File: src/rtl/alu_pkg.sv
// Shared definitions for the ALU arbiter: ALU control codes, FSM states and default width.
// The opcode legality helper is only used when ALU_ARB_OPCHECK_EN is defined.
package alu_pkg;

  localparam int DEF_WIDTH = 32;

  localparam logic [3:0] AND = 4'b0000;
  localparam logic [3:0] OR  = 4'b0001;
  localparam logic [3:0] ADD = 4'b0010;
  localparam logic [3:0] SLL = 4'b0011;
  localparam logic [3:0] SUB = 4'b0110;
  localparam logic [3:0] SLT = 4'b0111;
  localparam logic [3:0] NOR = 4'b1100;

  typedef enum logic [1:0] {
    ST_IDLE = 2'd0,
    ST_EXEC = 2'd1,
    ST_RESP = 2'd2
  } arb_state_e;

  function automatic logic ctrl_legal(input logic [3:0] ctrl);
    case (ctrl)
      AND, OR, ADD, SLL, SUB, SLT, NOR: ctrl_legal = 1'b1;
      default:                          ctrl_legal = 1'b0;
    endcase
  endfunction

endpackage

File: src/rtl/alu_rr_arbiter.sv
// Two-way round-robin grant: on contention the port that did not win last time is chosen.
// Purely combinational; the caller owns the last-grant register.
module alu_rr_arbiter (
  input  logic [1:0] i_valid,
  input  logic       i_last_grant,
  output logic       o_grant_vld,
  output logic       o_grant
);

  always_comb begin
    o_grant_vld = |i_valid;
    o_grant     = 1'b0;
    if (&i_valid) begin
      o_grant = ~i_last_grant;
    end else if (i_valid[1]) begin
      o_grant = 1'b1;
    end
  end

endmodule

File: src/rtl/alu_arbiter.sv
// Shares one combinational ALU between two requesters with round-robin arbitration.
// Optional macro ALU_ARB_OPCHECK_EN adds illegal-opcode rejection and respN_err outputs.
module alu_arbiter
  import alu_pkg::*;
#(
  parameter int LATENCY = 2,
  parameter int WIDTH   = DEF_WIDTH
) (
  input  logic             clk,
  input  logic             reset_n,
  input  logic             req0_valid,
  output logic             req0_ready,
  input  logic [WIDTH-1:0] req0_a,
  input  logic [WIDTH-1:0] req0_b,
  input  logic [3:0]       req0_ctrl,
  input  logic [4:0]       req0_shamt,
  input  logic             req1_valid,
  output logic             req1_ready,
  input  logic [WIDTH-1:0] req1_a,
  input  logic [WIDTH-1:0] req1_b,
  input  logic [3:0]       req1_ctrl,
  input  logic [4:0]       req1_shamt,
  output logic             resp0_valid,
  input  logic             resp0_ready,
  output logic [WIDTH-1:0] resp0_result,
  output logic             resp0_zero,
  output logic             resp1_valid,
  input  logic             resp1_ready,
  output logic [WIDTH-1:0] resp1_result,
  output logic             resp1_zero,
  output logic [WIDTH-1:0] alu_a,
  output logic [WIDTH-1:0] alu_b,
  output logic [3:0]       alu_control,
  output logic [4:0]       alu_shamt,
  input  logic [WIDTH-1:0] alu_result,
  input  logic             alu_zero,
  output logic             busy
`ifdef ALU_ARB_OPCHECK_EN
  ,
  output logic             resp0_err,
  output logic             resp1_err
`endif
);

  localparam int CNT_W = 4;

  generate
    if (LATENCY < 1 || LATENCY > 15) begin : g_bad_latency
      $error("alu_arbiter: LATENCY must be in 1..15");
    end
  endgenerate

  arb_state_e             r_state;
  arb_state_e             w_state_nxt;
  logic                   r_last_grant;
  logic [CNT_W-1:0]       r_count;
  logic [WIDTH-1:0]       r_alu_a;
  logic [WIDTH-1:0]       r_alu_b;
  logic [3:0]             r_alu_ctrl;
  logic [4:0]             r_alu_shamt;
  logic [1:0]             r_resp_valid;
  logic [1:0][WIDTH-1:0]  r_resp_result;
  logic [1:0]             r_resp_zero;
`ifdef ALU_ARB_OPCHECK_EN
  logic [1:0]             r_resp_err;
`endif

  logic                   w_grant_vld;
  logic                   w_grant;
  logic                   w_accept;
  logic                   w_sample;
  logic                   w_release;
  logic                   w_resp_rdy;
  logic                   w_illegal;
  logic [WIDTH-1:0]       w_sel_a;
  logic [WIDTH-1:0]       w_sel_b;
  logic [3:0]             w_sel_ctrl;
  logic [4:0]             w_sel_shamt;

  alu_rr_arbiter u_rr (
    .i_valid      ({req1_valid, req0_valid}),
    .i_last_grant (r_last_grant),
    .o_grant_vld  (w_grant_vld),
    .o_grant      (w_grant)
  );

  assign w_sel_a     = w_grant ? req1_a     : req0_a;
  assign w_sel_b     = w_grant ? req1_b     : req0_b;
  assign w_sel_ctrl  = w_grant ? req1_ctrl  : req0_ctrl;
  assign w_sel_shamt = w_grant ? req1_shamt : req0_shamt;

  // r_last_grant doubles as the index of the port currently being served.
  assign w_resp_rdy = r_last_grant ? resp1_ready : resp0_ready;

`ifdef ALU_ARB_OPCHECK_EN
  assign w_illegal = ~ctrl_legal(w_sel_ctrl);
`else
  assign w_illegal = 1'b0;
`endif

  always_ff @(posedge clk or negedge reset_n) begin
    if (!reset_n) begin
      r_state <= ST_IDLE;
    end else begin
      r_state <= w_state_nxt;
    end
  end

  // Ready is gated by reset_n so nothing looks accepted while reset is held.
  always_comb begin
    w_state_nxt = r_state;
    w_accept    = 1'b0;
    w_sample    = 1'b0;
    w_release   = 1'b0;
    case (r_state)
      ST_IDLE: begin
        if (w_grant_vld && reset_n) begin
          w_accept    = 1'b1;
          w_state_nxt = w_illegal ? ST_RESP : ST_EXEC;
        end
      end
      ST_EXEC: begin
        if (r_count == '0) begin
          w_sample    = 1'b1;
          w_state_nxt = ST_RESP;
        end
      end
      ST_RESP: begin
        if (w_resp_rdy) begin
          w_release   = 1'b1;
          w_state_nxt = ST_IDLE;
        end
      end
      default: w_state_nxt = ST_IDLE;
    endcase
  end

  always_ff @(posedge clk or negedge reset_n) begin
    if (!reset_n) begin
      r_last_grant  <= 1'b1;
      r_count       <= '0;
      r_alu_a       <= '0;
      r_alu_b       <= '0;
      r_alu_ctrl    <= '0;
      r_alu_shamt   <= '0;
      r_resp_valid  <= '0;
      r_resp_result <= '0;
      r_resp_zero   <= '0;
`ifdef ALU_ARB_OPCHECK_EN
      r_resp_err    <= '0;
`endif
    end else begin
      if (w_accept) begin
        r_last_grant <= w_grant;
        if (w_illegal) begin
          r_resp_valid[w_grant]  <= 1'b1;
          r_resp_result[w_grant] <= '0;
          r_resp_zero[w_grant]   <= 1'b0;
`ifdef ALU_ARB_OPCHECK_EN
          r_resp_err[w_grant]    <= 1'b1;
`endif
        end else begin
          r_alu_a     <= w_sel_a;
          r_alu_b     <= w_sel_b;
          r_alu_ctrl  <= w_sel_ctrl;
          r_alu_shamt <= w_sel_shamt;
          r_count     <= CNT_W'(LATENCY - 1);
        end
      end
      if (r_state == ST_EXEC && r_count != '0) begin
        r_count <= r_count - 1'b1;
      end
      if (w_sample) begin
        r_resp_valid[r_last_grant]  <= 1'b1;
        r_resp_result[r_last_grant] <= alu_result;
        r_resp_zero[r_last_grant]   <= alu_zero;
`ifdef ALU_ARB_OPCHECK_EN
        r_resp_err[r_last_grant]    <= 1'b0;
`endif
      end
      if (w_release) begin
        r_resp_valid[r_last_grant] <= 1'b0;
      end
    end
  end

  assign req0_ready   = w_accept & ~w_grant;
  assign req1_ready   = w_accept & w_grant;
  assign resp0_valid  = r_resp_valid[0];
  assign resp1_valid  = r_resp_valid[1];
  assign resp0_result = r_resp_result[0];
  assign resp1_result = r_resp_result[1];
  assign resp0_zero   = r_resp_zero[0];
  assign resp1_zero   = r_resp_zero[1];
`ifdef ALU_ARB_OPCHECK_EN
  assign resp0_err    = r_resp_err[0];
  assign resp1_err    = r_resp_err[1];
`endif
  assign alu_a        = r_alu_a;
  assign alu_b        = r_alu_b;
  assign alu_control  = r_alu_ctrl;
  assign alu_shamt    = r_alu_shamt;
  assign busy         = (r_state != ST_IDLE);

endmodule

File: config.mk
export PLATFORM = sky130hd
export DESIGN_NAME = alu_arbiter
export DESIGN_NICKNAME = d
export VERILOG_FILES = /design/src/rtl/alu_pkg.sv /design/src/rtl/alu_rr_arbiter.sv /design/src/rtl/alu_arbiter.sv
export SDC_FILE = /design/constraint.sdc
export NUM_CORES = 1
export LEC_CHECK = 0
export BUFFER_PORTS_ARGS = -buffer_cell sky130_fd_sc_hd__buf_2
export CORE_AREA = 2 2 129 131
export DETAILED_ROUTE_END_ITERATION = 10
export DIE_AREA = 0 0 131 133
export PLACE_DENSITY_LB_ADDON = 0.2
export SLEW_MARGIN = 10
export SYNTH_ARGS = -nofsm -noshare
export SYNTH_HDL_FRONTEND = slang
export SYNTH_SLANG_ARGS = --single-unit
File: constraint.sdc
create_clock -name clk -period 2.5 [get_ports clk]
set_input_delay 0.5 -clock clk [delete_from_list [all_inputs] [get_ports clk]]
set_output_delay 0.5 -clock clk [all_outputs]
set_load 0.02 [all_outputs]
==> flow_summary.ini, run 1 <==
[status]
status = finished clean

[floorplan]
ios = 329
die_h_um = 133
fp.dieW_um = 131
initial_utilization = 0.392
floorplan.rows = 47
core_area_mm2 = 0.0162
die_area_mm2 = 0.0174

[yosys]
adder_cell_fraction_of_synth_area = 0.00197
postSynthRegisterBits = 148
ys_warn_count = 0
syn_nets = 627
post_synth_inst_count = 441
synth-edff-count = 0
synth_compound_area_frac = 0.216
netlist-cell-type-count = 39
synth-async-reset-ratio = 1.00
seq_area_frac_synth = 0.585
syn-cell-area_mm2 = 0.00634
yosys-mux-area-fraction = 0.122
synthXorXnorAreaFrac = 0
synth_area_leaders = sky130_fd_sc_hd__dfrtp_1 (58%), sky130_fd_sc_hd__a221o_1 (12%), sky130_fd_sc_hd__mux2_2 (11%)
postSynthAreaPerCell_um2 = 14.4
synthDominantCellAreaShare = 0.580
synth.largest_area_cell = sky130_fd_sc_hd__dfrtp_1
largest_family_of_logic_cells_by_synthesized_area = compound AO/OA/AOI/OAI gates
synthFlopType = sky130_fd_sc_hd__dfrtp_1
post_synth_simple_gate_area = 0.0257

[setup_path]
critical_path.endpoint_type = primary output
worst_r2r_path_depth = 4
critPathSlowestCell = sky130_fd_sc_hd__dfrtp_1
slowest_delay_ns = 0.49
critical_path.cell_chain = nor3b_4 -> and3_4 -> buf_2
timing.setup.critical_path_class = register to primary output
crit_family = flip-flops
setup.worst_path.start_class = register
worstPathArrival_ns = 1.54
worst-path-buf-inv = 1
cp.depth = 3
worst-path-max-fanout = 9
worst_ep_required_time_ns = 2.00

[sta]
skew_ns = 0.00898
setup-tns-final_ns = 0
worst_slew_pin_slew_ns = 0.924
report.final.slew_viol_count = 0
max-slew-margin-rel = 0.384
rsz0062_at_grt = false
finalHoldViolations = 0
max_clock_freq_mhz = 489
period_minus_slack_ns = 2.04
final_clock_period_utilization_by_the_worst_path = 0.817
setup_viol = 0

[cts]
clk_root_buffer_cell = sky130_fd_sc_hd__clkbuf_16
clk_transition_reported_paths_ns = 0.06
cts_repair_resize_count = 0
htree_num_levels = 4
worst_case_clock_buffer_depth = 2
hold_buffers = 0
tritoncts_clock_tree = yes
clk_latency_ns = 0.41
tritoncts_buffer_count = 17
clock-sinks = 148
post_cts_setup_repair_bufs = 0

[hold_path]
min_path_type = primary input to asynchronous set/reset pin

[placed_design]
gp_congestion = 0.828
place.detailed.hpwl_um = 12400
port_buffers = 328
dpl_cell_area_mm2 = 0.00805

[layout]
final_common_cell = sky130_fd_sc_hd__buf_2
most-common-layout-cells = sky130_fd_sc_hd__buf_2 (327), sky130_fd_sc_hd__dfrtp_1 (147), sky130_fd_sc_hd__a21boi_0 (73), sky130_fd_sc_hd__a221o_1 (73), sky130_fd_sc_hd__mux2_2 (60)
drive_gt1_frac = 0.579
postLayoutCellArea_mm2 = 0.00866
final_nets = 940
layout-area-overhead-vs-synth_pct = 36.6

[grt]
grt_antenna_before_repair = 4
groute.usage.overall = 0.203
grt_remaining_overflow = 0
grt_max_degree = 149
wire_length_of_the_first_global_routing_pass_um = 27600
vias_in_the_first_global_route = 5504

[run]
cap_violations = 0

[detailed_routing]
residual_drc_count = 0
detail-route-antenna-nets = 0
via_per_inst = 5.25
wl_per_cell_um = 18.2
wl_um = 18100
vias = 5202
detail_route.iter0.violations = 190
dr.pass1.iters = 4

[power]
static-leakage-power_nw = 4.34
power.ir.vdd_worst_mv = 0.566
p_per_area_mw_per_mm2 = 1400
-- per-layer routing --
metal,vias to the layer above,part of all wire,GRT usage,wire length (µm)
met5,-,0.00028,0,5
met4,2,0.027,0.0940,490
met3,40,0.082,0.0631,1480
met2,236,0.50,0.342,8960
met1,2590,0.39,0.234,7120
li1,2334,-,-,-
-- registers in the layout (all words and copies together) (netlist names), named ones only --
name          cells
alu_a            32
alu_b            32
resp0_result     32
resp1_result     32
alu_shamt         5
alu_control       4
r_count           4
r_resp_zero       2
r_state           2
r_last_grant      1
-- synth_stat cells (all sizes together) (2+ instances only) --
cell      n
a21boi   73
buf      28
nand2b    2
a21oi     2
a221o    73
o21ai     2
clkbuf   13
and3      4
nand2     6
or2       2
inv       4
mux2     66
dfrtp   147
-- cells by family after synthesis --
family | Yosys count
compound gates | 158
flops | 148
buf+inv | 45
fa+ha+maj | 1
simple gates | 22
mux | 67
-- through the flow --
step	setup WS [ns]	power [mW]	utilization	hold WS [ns]	cells
after floorplan	0.708	7.81	-	0.204	441
after global placement	0.480	9.42	0.498	0.481	955
after detailed placement	0.427	9.60	0.498	0.487	955
after CTS	0.433	12.2	0.535	0.283	987
after global routing	0.292	12.8	0.535	0.298	990
final	0.456	12.1	0.535	0.124	991
-- report_power, final --
group / switching (mW) / internal (mW)
clock network: 1.08 / 1.50
logic: 3.01 / 2.29
registers: 0.644 / 3.58
total: 4.73 / 7.36
-- worst paths after layout --
check	start	endpoint	slack (ns)
worst min-delay path	reset_n	alu_a[28]$_DFFE_PN0P_	0.12
worst max-delay path	r_state[0]$_DFFE_PN0P_	req0_ready	0.46
max in group asynchronous	reset_n	r_count[3]$_DFFE_PN0P_	1.59
min in group clk	req1_b[13]	alu_b[13]$_DFFE_PN0P_	0.31
worst max register to register	r_state[0]$_DFFE_PN0P_	alu_a[18]$_DFFE_PN0P_	0.46
worst min register to register	resp0_result[19]$_DFFE_PN0P_	resp0_result[19]$_DFFE_PN0P_	0.50
-- cell type report --
cell class / count / area [µm²]
Fill cell: 1400 / 7510
Timing Repair Buffer: 335 / 1740
Clock buffer: 17 / 425
Tap cell: 220 / 275
Antenna cell: 4 / 10.0
Clock inverter: 15 / 168
Multi-Input combinational cell: 248 / 2320
Inverter: 4 / 15.0
Sequential cell: 148 / 3700
Power figures use the tool's default switching activity.
==> inputs of run 2 (changes only) <==
Settings changed: CORE_AREA 2 2 129 131 to 2 2 128 130, DIE_AREA 0 0 131 133 to 0 0 130 132.
Clock period 2.5 ns to 1.75 ns, I/O delays scaled along.
==> flow_summary.ini, run 2 (synthesized netlist as in run 1, its figures left out) <==
[status]
status = finished, violations left
failed_checks = negative setup slack

[grt]
grt-busiest-layer = met2
grt_antenna_before_repair = 4
groute.layer.met2.usage = 0.394
groute.layer.met1.usage = 0.274
wire_length_of_the_first_global_routing_pass_um = 31000
groute.usage.overall = 0.233
grt_remaining_overflow = 0
vias_in_the_first_global_route = 5829
gr_met3_demand_resource = 0.0775
grt_max_degree = 149

[setup_path]
crit_family = buffers and inverters
worst-path-buf-inv = 4
critPathSlowestCell = sky130_fd_sc_hd__dfrtp_1
worst-path-max-fanout = 5
slowest_delay_ns = 0.40
worstPathArrival_ns = 2.18
critical_path.cell_chain = inv_2 -> ha_4 -> nor4b_4 -> buf_4 -> and3_4 -> buf_12 -> buf_16 -> mux2_4
critical_path.endpoint_type = register
ff2ff_setup_slack_ns = -0.14
timing.setup.critical_path_class = register to register
setup.worst_path.start_class = register
worst_ep_required_time_ns = 2.04

[floorplan]
fp.dieW_um = 130
core_area_mm2 = 0.0157
ios = 329
floorplan.rows = 46
die_area_mm2 = 0.0172
die_h_um = 132
initial_utilization = 0.403

[cts]
clock-sinks = 148
clk_root_buffer_cell = sky130_fd_sc_hd__clkbuf_16
htree_num_levels = 4
tritoncts_buffer_count = 17
worst_case_clock_buffer_depth = 2
hold_buffers = 0
tritoncts_clock_tree = yes
clk_latency_ns = 0.42
clk_transition_reported_paths_ns = 0.06

[layout]
final_core_util = 0.588
layout-area-overhead-vs-synth_pct = 45.8
multi_input_logic_area_mm2 = 0.00247
postLayoutCellArea_mm2 = 0.00924
sequential_cell_area_mm2 = 0.00371
filler_cell_count = 1318
most-common-layout-cells = sky130_fd_sc_hd__buf_2 (324), sky130_fd_sc_hd__dfrtp_1 (146), sky130_fd_sc_hd__a21boi_0 (73), sky130_fd_sc_hd__a221o_1 (73), sky130_fd_sc_hd__mux2_4 (36)
final_common_cell = sky130_fd_sc_hd__buf_2
final_nets = 975
drive_gt1_frac = 0.602

[sta]
period_minus_slack_ns = 1.89
finalHoldViolations = 0
rsz0062_at_grt = true
final_critical_path_setup_slack_ns = -0.138
max-slew-margin-rel = 0.477
max_clock_freq_mhz = 530
fin_hold_ws_ns = 0.0680
setup_viol = 62
final_clock_period_utilization_by_the_worst_path = 1.08
skew_ns = 0.0129
worst_slew_pin_slew_ns = 0.784
report.final.slew_viol_count = 0

[detailed_routing]
wl_per_cell_um = 20.1
detail_route.iter0.violations = 215
via_per_inst = 5.36
detail-route-antenna-nets = 0
wl_um = 20500
vias = 5469
residual_drc_count = 0
dr.pass1.iters = 7

[power]
p_clk_frac = 0.180
combinationalPowerShare = 0.487
power.switching_fraction = 0.387
internal_power_mw = 11.2
static-leakage-power_nw = 4.67
power_frac_seq = 0.333
report.power.total_mw = 18.2
power.ir.vdd_worst_mv = 0.725
power.switching_mw = 7.06
p_per_area_mw_per_mm2 = 1970

[placed_design]
port_buffers = 328
place.detailed.hpwl_um = 13300
gp_congestion = 0.825
dpl_cell_area_mm2 = 0.00829

[hold_path]
min_path_type = primary input to asynchronous set/reset pin

[run]
cap_violations = 0
-- run 2: path summary, 6_finish.rpt --
| path | depth (start not counted) | from | to |
|---|---|---|---|
| min reg2reg | 1 | resp0_result[3]$_DFFE_PN0P_ | resp0_result[3]$_DFFE_PN0P_ |
| max reg2reg | 8 | r_count[0]$_DFFE_PN0P_ | resp1_result[12]$_DFFE_PN0P_ |
| max in group asynchronous | 2 | reset_n | resp0_result[13]$_DFFE_PN0P_ |
| min | 2 | reset_n | resp1_result[22]$_DFFE_PN0P_ |
| max | 8 | r_count[0]$_DFFE_PN0P_ | resp1_result[12]$_DFFE_PN0P_ |
| min in group clk | 2 | req1_b[24] | alu_b[24]$_DFFE_PN0P_ |
-- run 2: power groups by stage --
| stage | clock network [mW] | registers [mW] | logic [mW] |
|---|---|---|---|
| floorplan | 0 | 7.93 | 3.45 |
| global placement | 0 | 6.01 | 7.95 |
| detailed placement | 0 | 6.04 | 8.16 |
| CTS | 3.38 | 6.04 | 8.63 |
| global route | 3.52 | 6.27 | 9.49 |
| finish | 3.29 | 6.07 | 8.88 |
-- run 2: metrics by stage --
step	TNS [ns]	worst slack, ns	cells
6_report	-3.90	-0.138	1020
3_5_place_dp	-0.796	-0.0570	964
2_1_floorplan	-0.962	-0.0349	441
5_1_grt	-8.31	-0.199	1020
3_3_place_gp	-0.00129	-0.00129	964
4_1_cts	-6.79	-0.191	1014
-- run 2: timing repair --
action	in CTS	in global routing
buffers inserted	12	7
setup endpoints to repair	68	135
pin swaps	4	4
gates resized for setup	20	22
gates cloned	6	3
-- run 2: metal layers --
metal  wire (µm)  vias up
met4         469        2
met5          13        -
li1            -     2409
met2       10300      259
met3        1670       36
met1        8020     2763
-- run 2: cell type report --
class                   count  area share
diodes                      2    0.000541
repair buffers            370       0.242
well taps                 216      0.0292
inverters                   4     0.00162
multi-input cells         248       0.267
clock inverters            12     0.00866
clock buffers              20      0.0494
flip-flops and latches    148       0.401
==> inputs of run 3 (changes only) <==
Settings changed: CORE_AREA 2 2 128 130 to 2 2 127 129, DIE_AREA 0 0 130 132 to 0 0 129 131, SYNTH_HIERARCHICAL set to 1.
==> flow_summary.ini, run 3 <==
[status]
status = finished, violations left
failed_checks = negative setup slack

[setup_path]
cp.depth = 3
worst_r2r_path_depth = 6
critical_path.cell_chain = nor4bb_4 -> and2_4 -> buf_6
setup.worst_path.start_class = register
timing.setup.critical_path_class = register to primary output
worst_ep_required_time_ns = 1.40
slowest_delay_ns = 0.43
critPathSlowestCell = sky130_fd_sc_hd__dfrtp_2
worst-path-max-fanout = 3
worst-path-buf-inv = 1
critical_path.endpoint_type = primary output
worstPathArrival_ns = 1.46
crit_family = simple AND/OR/NAND/NOR gates

[grt]
grt_max_degree = 149
groute.layer.met1.usage = 0.227
grt_remaining_overflow = 0
wire_length_of_the_first_global_routing_pass_um = 25900
groute.usage.overall = 0.201
grt-busiest-layer = met2
vias_in_the_first_global_route = 5148
grt_antenna_before_repair = 2
gr_met3_demand_resource = 0.0786
groute.layer.met2.usage = 0.350

[floorplan]
ios = 329
initial_utilization = 0.404
fp.dieW_um = 129
floorplan.rows = 46
die_area_mm2 = 0.0169
die_h_um = 131
core_area_mm2 = 0.0156

[yosys]
synthTopCellsByCount = sky130_fd_sc_hd__dfrtp_1 (147), sky130_fd_sc_hd__nand2_1 (78), sky130_fd_sc_hd__mux2i_1 (75)
synthFlopType = sky130_fd_sc_hd__dfrtp_1
synth_area_leaders = sky130_fd_sc_hd__dfrtp_1 (58%), sky130_fd_sc_hd__mux2i_1 (12%), sky130_fd_sc_hd__mux2_2 (12%)
ys_warn_count = 6
syn-cell-area_mm2 = 0.00630
seq_area_frac_synth = 0.588
syn_nets = 696
synth-edff-count = 0
postSynthRegisterBits = 148
synthDominantCellAreaShare = 0.584
synth_most_common_cell = sky130_fd_sc_hd__dfrtp_1
postSynthAreaPerCell_um2 = 12.4
synth.largest_area_cell = sky130_fd_sc_hd__dfrtp_1
netlist-cell-type-count = 34
synth-async-reset-ratio = 1.00
post_synth_inst_count = 510

[cts]
clock-sinks = 148
tritoncts_clock_tree = yes
htree_num_levels = 4
clk_transition_reported_paths_ns = 0.06
clk_root_buffer_cell = sky130_fd_sc_hd__clkbuf_16
clk_latency_ns = 0.42
tritoncts_buffer_count = 17
hold_buffers = 0
worst_case_clock_buffer_depth = 2

[sta]
rsz0062_at_grt = true
max_clock_freq_mhz = 554
final_critical_path_setup_slack_ns = -0.0563
worst_slew_pin_slew_ns = 0.834
period_minus_slack_ns = 1.81
max-slew-margin-rel = 0.444
setup_viol = 50
fin_hold_ws_ns = 0.0424
report.final.slew_viol_count = 0
finalHoldViolations = 0
skew_ns = 0.00747
final_clock_period_utilization_by_the_worst_path = 1.03

[hold_path]
min_path_type = primary input to asynchronous set/reset pin

[layout]
drive_gt1_frac = 0.550
final_nets = 1049
final_common_cell = sky130_fd_sc_hd__buf_2
most-common-layout-cells = sky130_fd_sc_hd__buf_2 (324), sky130_fd_sc_hd__dfrtp_1 (145), sky130_fd_sc_hd__nand2_1 (78), sky130_fd_sc_hd__mux2i_1 (75), sky130_fd_sc_hd__o21ai_0 (74)
filler_cell_count = 1303
layout-area-overhead-vs-synth_pct = 46.1

[detailed_routing]
residual_drc_count = 0
dr.pass1.iters = 4
detail-route-antenna-nets = 0
via_per_inst = 4.75
vias = 5200
wl_per_cell_um = 16.3
wl_um = 17900
detail_route.iter0.violations = 162

[power]
report.power.total_mw = 17.3
power.ir.vdd_worst_mv = 0.749
static-leakage-power_nw = 4.77
p_per_area_mw_per_mm2 = 1880

[placed_design]
gp_congestion = 0.804
place.detailed.hpwl_um = 13100
port_buffers = 328

[run]
cap_violations = 0
==> run 3: cell count changes in the layout (fill, tap and decap cells not counted), sizes merged, moves of 4 or more <==
cell	before	now
nand2	6	78
a21boi	73	1
mux2i	1	75
inv	6	11
buf	367	363
o21ai	2	74
a221o	73	0
and3	4	0
==> run 3: where the power goes <==
group,internal [mW],total [mW],switching [mW]
Combinational,3.30,7.86,4.57
Sequential,5.12,6.02,0.897
Clock,1.90,3.41,1.52
Total,10.3,17.3,6.98
==> run 3: logic make-up after synthesis <==
| kind of cell | count (synthesis) | synth area share |
|---|---|---|
| buffers and inverters | 38 | 0.0324 |
| AO/OA/AOI/OAI | 87 | 0.0729 |
| AND/OR/NAND/NOR | 95 | 0.0675 |
| adder cells (fa/ha/maj) | 1 | 0.00199 |
| flip-flops | 148 | 0.588 |
| multiplexers | 141 | 0.237 |
==> run 3: final timing paths <==
| kind | from | to | slack, ns |
|---|---|---|---|
| min | reset_n | asynchronous set/reset pin | 0.04 |
| min reg2reg | alu_a[29]$_DFFE_PN0P_ | alu_a[29]$_DFFE_PN0P_ | 0.47 |
| max reg2reg | r_state[1]$_DFFE_PN0P_ | resp0_result[23]$_DFFE_PN0P_ | -0.04 |
| max in group asynchronous | reset_n | alu_b[10]$_DFFE_PN0P_ | 1.04 |
| max | r_state[0]$_DFFE_PN0P_ | req1_ready | -0.06 |
| min in group clk | alu_result[12] | resp0_result[12]$_DFFE_PN0P_ | 0.17 |
==> run 3: worst reg2reg max path, stage by stage (launching register included) <==
cell                        delay, ns
sky130_fd_sc_hd__dfrtp_2         0.44
sky130_fd_sc_hd__buf_4           0.17
sky130_fd_sc_hd__nor4b_4         0.26
sky130_fd_sc_hd__buf_4           0.17
sky130_fd_sc_hd__nand3_4         0.14
sky130_fd_sc_hd__clkbuf_16       0.22
sky130_fd_sc_hd__mux2_2          0.28
==> run 3: area by class of cell <==
class,instances,area (µm²),share of cell area
Timing Repair Buffer,368,2180,0.237
Inverter,4,15.0,0.00163
Antenna cell,2,5.00,0.000544
Multi-Input combinational cell,324,2470,0.268
Tap cell,216,270,0.0294
Clock inverter,14,120,0.0131
Sequential cell,148,3710,0.403
Clock buffer,18,439,0.0477
==> run 3: repair_timing <==
action,CTS,global route
cloned,0,6
gates resized for setup,11,8
setup endpoints to repair,3,31
endpoints found under the hold margin,0,0
buffers inserted,10,4
pin swaps,4,7
==> run 3: through the flow <==
stage | cells | utilization | area, µm² | setup TNS (ns) | worst slack [ns]
6_report | 1094 | 0.590 | 9200 | -1.04 | -0.0563
3_3_place_gp | 1042 | 0.534 | 8340 | 0 | 0.125
3_5_place_dp | 1042 | 0.534 | 8340 | 0 | 0.0290
2_1_floorplan | 510 | - | 6300 | 0 | 0.0245
5_1_grt | 1094 | 0.590 | 9200 | -4.73 | -0.121
4_1_cts | 1084 | 0.577 | 9010 | -0.296 | -0.128
==> run 3: routing by layer <==
| metal | vias up | routed length, µm |
|---|---|---|
| met3 | 21 | 1480 |
| met1 | 2466 | 6970 |
| met2 | 214 | 9210 |
| li1 | 2499 | - |
| met5 | - | 0 |
| met4 | 0 | 205 |
